--- config.mk ---
export PLATFORM = sky130hd
export DESIGN_NAME = serial_clock_edge_detector
export DESIGN_NICKNAME = d
export VERILOG_FILES = /design/src/rtl/serial_clock_edge_detector.sv
export SDC_FILE = /design/constraint.sdc
export NUM_CORES = 1
export LEC_CHECK = 0
export CAP_MARGIN = 20
export CELL_PAD_IN_SITES_DETAIL_PLACEMENT = 1
export CELL_PAD_IN_SITES_GLOBAL_PLACEMENT = 2
export CORE_MARGIN = 2
export CORE_UTILIZATION = 36
export CTS_BUF_LIST = sky130_fd_sc_hd__clkbuf_16
export DETAILED_ROUTE_END_ITERATION = 8
export PLACE_DENSITY = 0.82
export SYNTH_ARGS = -nofsm -noshare
export SYNTH_HDL_FRONTEND = slang
export SYNTH_SLANG_ARGS = --single-unit
--- constraint.sdc ---
create_clock -name sys_clk -period 3 [get_ports sys_clk]
set_input_delay 0.3 -clock sys_clk [delete_from_list [all_inputs] [get_ports sys_clk]]
set_output_delay 0.3 -clock sys_clk [all_outputs]
set_load 0.005 [all_outputs]
--- src/rtl/serial_clock_edge_detector.sv ---
// Synchronises and deglitches an external serial clock and chip select, then issues
// single-cycle sample/shift strobes per SPI mode and tracks frame boundaries and bit count.
module serial_clock_edge_detector #(
  parameter int unsigned SYNC_STAGES = 2,
  parameter int unsigned FILTER_LEN  = 1,
  parameter int unsigned CPOL        = 0,
  parameter int unsigned CPHA        = 0,
  parameter int unsigned CNT_WIDTH   = 8
) (
  input  logic                 sys_clk,
  input  logic                 rst,
  input  logic                 enable,
  input  logic                 ser_clk_in,
  input  logic                 ser_cs_n_in,
  output logic                 read_sig,
  output logic                 write_sig,
  output logic                 frame_start,
  output logic                 frame_end,
  output logic                 cs_active,
  output logic [CNT_WIDTH-1:0] bit_cnt
);

  localparam int unsigned FCW        = $clog2(FILTER_LEN + 1);
  localparam int unsigned PRIME_LEN  = SYNC_STAGES + FILTER_LEN;
  localparam int unsigned PCW        = $clog2(PRIME_LEN + 1);
  localparam logic             IDLE_CLK   = 1'(CPOL);
  localparam logic [FCW-1:0]   FLT_LAST   = FCW'(FILTER_LEN - 1);
  localparam logic [PCW-1:0]   PRIME_DONE = PCW'(PRIME_LEN);
  localparam logic [CNT_WIDTH-1:0] CNT_MAX = '1;

  typedef enum logic [1:0] {
    ST_WAIT_RELEASE = 2'd0,
    ST_IDLE         = 2'd1,
    ST_ACTIVE       = 2'd2
  } state_e;

  state_e state_q, state_d;

  logic [SYNC_STAGES-1:0] clk_sync_q, clk_sync_d;
  logic [SYNC_STAGES-1:0] cs_sync_q, cs_sync_d;
  logic [FCW-1:0]         clk_fcnt_q, clk_fcnt_d;
  logic [FCW-1:0]         cs_fcnt_q, cs_fcnt_d;
  logic                   clk_filt_q, clk_filt_d;
  logic                   cs_filt_q, cs_filt_d;
  logic                   clk_prev_q, clk_prev_d;
  logic                   cs_prev_q, cs_prev_d;
  logic [PCW-1:0]         prime_cnt_q, prime_cnt_d;

  logic                   read_sig_q, read_sig_d;
  logic                   write_sig_q, write_sig_d;
  logic                   frame_start_q, frame_start_d;
  logic                   frame_end_q, frame_end_d;
  logic                   cs_active_q, cs_active_d;
  logic [CNT_WIDTH-1:0]   bit_cnt_q, bit_cnt_d;

  logic clk_synced_c, cs_synced_c;
  logic clk_lead_c, clk_trail_c, sample_edge_c, shift_edge_c;
  logic cs_fall_c, cs_rise_c;

  // Synchroniser chains and glitch filters
  always_comb begin
    clk_sync_d   = {clk_sync_q[SYNC_STAGES-2:0], ser_clk_in};
    cs_sync_d    = {cs_sync_q[SYNC_STAGES-2:0], ser_cs_n_in};
    clk_synced_c = clk_sync_q[SYNC_STAGES-1];
    cs_synced_c  = cs_sync_q[SYNC_STAGES-1];

    clk_filt_d = clk_filt_q;
    clk_fcnt_d = '0;
    if (clk_synced_c != clk_filt_q) begin
      if (clk_fcnt_q == FLT_LAST) clk_filt_d = clk_synced_c;
      else                        clk_fcnt_d = clk_fcnt_q + FCW'(1);
    end

    cs_filt_d = cs_filt_q;
    cs_fcnt_d = '0;
    if (cs_synced_c != cs_filt_q) begin
      if (cs_fcnt_q == FLT_LAST) cs_filt_d = cs_synced_c;
      else                       cs_fcnt_d = cs_fcnt_q + FCW'(1);
    end

    clk_prev_d = clk_filt_q;
    cs_prev_d  = cs_filt_q;

    // Filtered cs only reflects the real pin once the pipeline has flushed after reset
    prime_cnt_d = prime_cnt_q;
    if (prime_cnt_q != PRIME_DONE) prime_cnt_d = prime_cnt_q + PCW'(1);
  end

  always_comb begin
    clk_lead_c    = (clk_prev_q == IDLE_CLK) && (clk_filt_q != IDLE_CLK);
    clk_trail_c   = (clk_prev_q != IDLE_CLK) && (clk_filt_q == IDLE_CLK);
    sample_edge_c = (CPHA == 0) ? clk_lead_c : clk_trail_c;
    shift_edge_c  = (CPHA == 0) ? clk_trail_c : clk_lead_c;
    cs_fall_c     = cs_prev_q && !cs_filt_q;
    cs_rise_c     = !cs_prev_q && cs_filt_q;
  end

  // Frame FSM next-state and strobe generation
  always_comb begin
    state_d       = state_q;
    read_sig_d    = 1'b0;
    write_sig_d   = 1'b0;
    frame_start_d = 1'b0;
    frame_end_d   = 1'b0;
    bit_cnt_d     = bit_cnt_q;

    case (state_q)
      ST_WAIT_RELEASE: begin
        if (cs_filt_q && (prime_cnt_q == PRIME_DONE)) state_d = ST_IDLE;
      end
      ST_IDLE: begin
        if (cs_fall_c && enable) begin
          state_d       = ST_ACTIVE;
          frame_start_d = 1'b1;
          bit_cnt_d     = '0;
          write_sig_d   = (CPHA == 0);
        end
      end
      ST_ACTIVE: begin
        if (!enable) begin
          state_d     = ST_WAIT_RELEASE;
          frame_end_d = 1'b1;
        end else if (cs_rise_c) begin
          state_d     = ST_IDLE;
          frame_end_d = 1'b1;
        end else begin
          if (sample_edge_c) begin
            read_sig_d = 1'b1;
            if (bit_cnt_q != CNT_MAX) bit_cnt_d = bit_cnt_q + CNT_WIDTH'(1);
          end
          if (shift_edge_c) write_sig_d = 1'b1;
        end
      end
      default: state_d = ST_WAIT_RELEASE;
    endcase

    cs_active_d = (state_d == ST_ACTIVE);
  end

  always_ff @(posedge sys_clk or posedge rst) begin
    if (rst) begin
      state_q       <= ST_WAIT_RELEASE;
      clk_sync_q    <= {SYNC_STAGES{IDLE_CLK}};
      cs_sync_q     <= {SYNC_STAGES{1'b1}};
      clk_fcnt_q    <= '0;
      cs_fcnt_q     <= '0;
      clk_filt_q    <= IDLE_CLK;
      cs_filt_q     <= 1'b1;
      clk_prev_q    <= IDLE_CLK;
      cs_prev_q     <= 1'b1;
      prime_cnt_q   <= '0;
      read_sig_q    <= 1'b0;
      write_sig_q   <= 1'b0;
      frame_start_q <= 1'b0;
      frame_end_q   <= 1'b0;
      cs_active_q   <= 1'b0;
      bit_cnt_q     <= '0;
    end else begin
      state_q       <= state_d;
      clk_sync_q    <= clk_sync_d;
      cs_sync_q     <= cs_sync_d;
      clk_fcnt_q    <= clk_fcnt_d;
      cs_fcnt_q     <= cs_fcnt_d;
      clk_filt_q    <= clk_filt_d;
      cs_filt_q     <= cs_filt_d;
      clk_prev_q    <= clk_prev_d;
      cs_prev_q     <= cs_prev_d;
      prime_cnt_q   <= prime_cnt_d;
      read_sig_q    <= read_sig_d;
      write_sig_q   <= write_sig_d;
      frame_start_q <= frame_start_d;
      frame_end_q   <= frame_end_d;
      cs_active_q   <= cs_active_d;
      bit_cnt_q     <= bit_cnt_d;
    end
  end

  assign read_sig    = read_sig_q;
  assign write_sig   = write_sig_q;
  assign frame_start = frame_start_q;
  assign frame_end   = frame_end_q;
  assign cs_active   = cs_active_q;
  assign bit_cnt     = bit_cnt_q;

endmodule

==> results.ini <==
[yosys]
ys_seq_area_share_pct=53.4
yosysWarningCount=0
synth-edff-count=0
avgSynthCellArea_um2=11.1
synth-main-ff-cell=dfrtp_1
syn_area_mm2=0.00118
ys_ff_latch=25
synthArstFlopShare_pct=100
synth_fp_nets=117
ys_types=39
syn_inst=106

[cts]
htreeDepth=1
clock_sinks=25
cts_buffers=3
postCtsResizedCells=0
postCtsSetupRepairBufs=0
insertion_delay_ns=0.26
cts-hold-fix-buffers=0
clk_pin_slew_ns=0.07
cts_buffer_depth=2
tritoncts=built
cts_root_buf=clkbuf_16

[global_route]
grt_pass1_vias=952
grt_pass1_wl_um=4710
grt_overflow=0
grt_antenna_before_repair=0
grt_max_degree=26
grt_usage_pct=17.7

[setup_path]
r2r_cells=7
crit_path_end_kind=register
max_stage_delay_ns=0.44
crit_fanout=10
worstPathArrival_ns=2.50
worstSetupPathType=register to register
worstPathRequired_ns=3.15
ff2ff_setup_slack_ns=0.65
cpMaxStageDelayCell=nor4b_4
path_cells=inv_1, ha_1, nand2_4, nor4b_4, nand2_1, o211a_1, a211o_1
cp-start-kind=register

[detailed_routing]
wl_um=2720
num_vias=896
routedWlPerCell_um=16.3
vias_per_cell=5.37
first_pass_iters=4
drtAntennaViolNets=0
drc_errors=0
dr.first_iter.drc_count=38

[placed_design]
dp_hpwl_um=1850
placed_cell_area_mm2=0.00138
portBuffers=17
gp_congestion=0.785

[floorplan]
coreArea_mm2=0.00308
die_x_um=61.3
placementRows=20
dieArea_mm2=0.00375
die_y_um=61.3
initial_core_util_pct=38.3
ioPinCount=18

[sta]
max_freq_mhz=425
setup-tns-final_ns=0
slew_violations=0
fin_crit_ns=2.35
max_slew_margin_pct=69.0
setup_violations=0
worst_slew_pin_slew_ns=0.463
rsz0062_at_grt=false
finalCritPeriodShare_pct=78.4
final_hold_viol_count=0
fin_skew_ns=0.00692

[run]
cap_violations=0

[power_and_ir_drop]
peakVddDrop_v=0.000341
p_int_uw=628
power.switching_uw=273
power_density_mw_per_mm2=604
p_seq_share_pct=42.4
leakagePower_uw=0.000683
p_comb_share_pct=23.4
p_clk_share_pct=34.2
swShare_pct=30.3

[final_layout]
design_area_mm2=0.00149
nNetsFinal=135
antenna_cells=0
syn_to_final_growth_pct=26.3
nFillCells=340
drive_gt1_share_pct=12.2

[min_path]
hp-class=input pin to asynchronous set/reset pin

[outcome]
status=finished clean

## layer usage
metal	GRT usage [%]	share of wire, %
met1	22.3	46
met5	0	0
met3	4.41	3.8
met4	3.73	0.66
met2	30.7	50
## metrics by stage
step	util (%)	setup slack, ns	power, µW	hold slack, ns	cells
finish	48.4	0.649	900	0.342	167
floorplan	-	1.12	526	0.304	106
global route	48.4	0.459	951	0.363	167
detailed placement	44.8	0.682	591	0.336	162
CTS	47.5	0.618	906	0.359	166
global placement	44.8	0.753	582	0.341	162
## synthesized netlist by cell type (2+ instances only)
library cell | n | area (µm²)
nor2_1 | 7 | 26.3
dfrtp_1 | 21 | 526
a31oi_1 | 3 | 18.8
ha_1 | 6 | 75.1
o21ai_0 | 3 | 15.0
and2_1 | 3 | 18.8
a211o_1 | 4 | 35.0
inv_1 | 5 | 18.8
a21oi_1 | 2 | 10.0
dfstp_2 | 4 | 105
o21a_1 | 2 | 15.0
nor4b_1 | 2 | 17.5
clkbuf_1 | 3 | 11.3
a41oi_1 | 2 | 17.5
nor3_1 | 2 | 10.0
nand2_1 | 11 | 41.3
nand3_1 | 2 | 10.0
nor2b_1 | 2 | 12.5
and4_1 | 2 | 17.5
## placed cells by master, fill, tap and decap left out, drive strengths merged, types with 3 or more instances in the layout
cell,synthesis,final
a211o,4,4
a31oi,3,3
and2,4,4
clkbuf,3,3
clkdlybuf4s50,0,17
dfrtp,21,21
dfstp,4,4
ha,6,6
inv,5,6
nand2,12,12
nor2,7,7
nor2b,3,3
nor4b,3,3
o21ai,4,4
## critical path, delay by kind of cell, from the launching register on
kind | cells | cell delay (ns)
buffers and inverters | 1 | 0.11
AND/OR/NAND/NOR | 3 | 0.79
flip-flops | 1 | 0.43
AO/OA/AOI/OAI | 2 | 0.49
adder cells (fa/ha/maj) | 1 | 0.41
## cells by family (layout without fill, tap and decap cells)
family,after synthesis,count (layout),share of synthesized area (%)
AND/OR/NAND/NOR,41,41,21.4
flip-flops,25,25,53.4
AO/OA/AOI/OAI,22,22,13.3
buffers and inverters,10,27,3.82
adder cells (fa/ha/maj),6,6,6.36
XOR/XNOR,1,1,0.742
multiplexers,1,1,0.954
## layout make-up
type	count	area [µm²]	share of cell area, %
well taps	44	55.1	3.69
flip-flops and latches	25	631	42.3
clock buffers	3	75.1	5.04
inverters	5	18.8	1.26
multi-input cells	71	504	33.8
clock inverters	1	8.76	0.588
repair buffers	18	198	13.3
## power by group through the flow
stage | logic (µW) | registers [µW] | clock network [µW]
finish | 211 | 382 | 308
floorplan | 143 | 384 | 0
global route | 237 | 386 | 328
global placement | 196 | 385 | 0
CTS | 207 | 383 | 317
detailed placement | 203 | 388 | 0
## registers in the layout, indices dropped and copies added (netlist names), 2 cells and up
name         cells
prime_cnt_q      2
state_q          2
clk_sync_q       2
bit_cnt          8
cs_sync_q        2
## final timing paths
path                                   start              to
max in group asynchronous                rst      bit_cnt[7]
worst min register to register  cs_sync_q[0]    cs_sync_q[1]
min in group sys_clk            cs_sync_q[0]    cs_sync_q[1]
worst max-delay path              state_q[0]      bit_cnt[4]
worst min-delay path                     rst  prime_cnt_q[1]
worst max register to register    state_q[0]      bit_cnt[4]
Power figures use the tool's default switching activity.
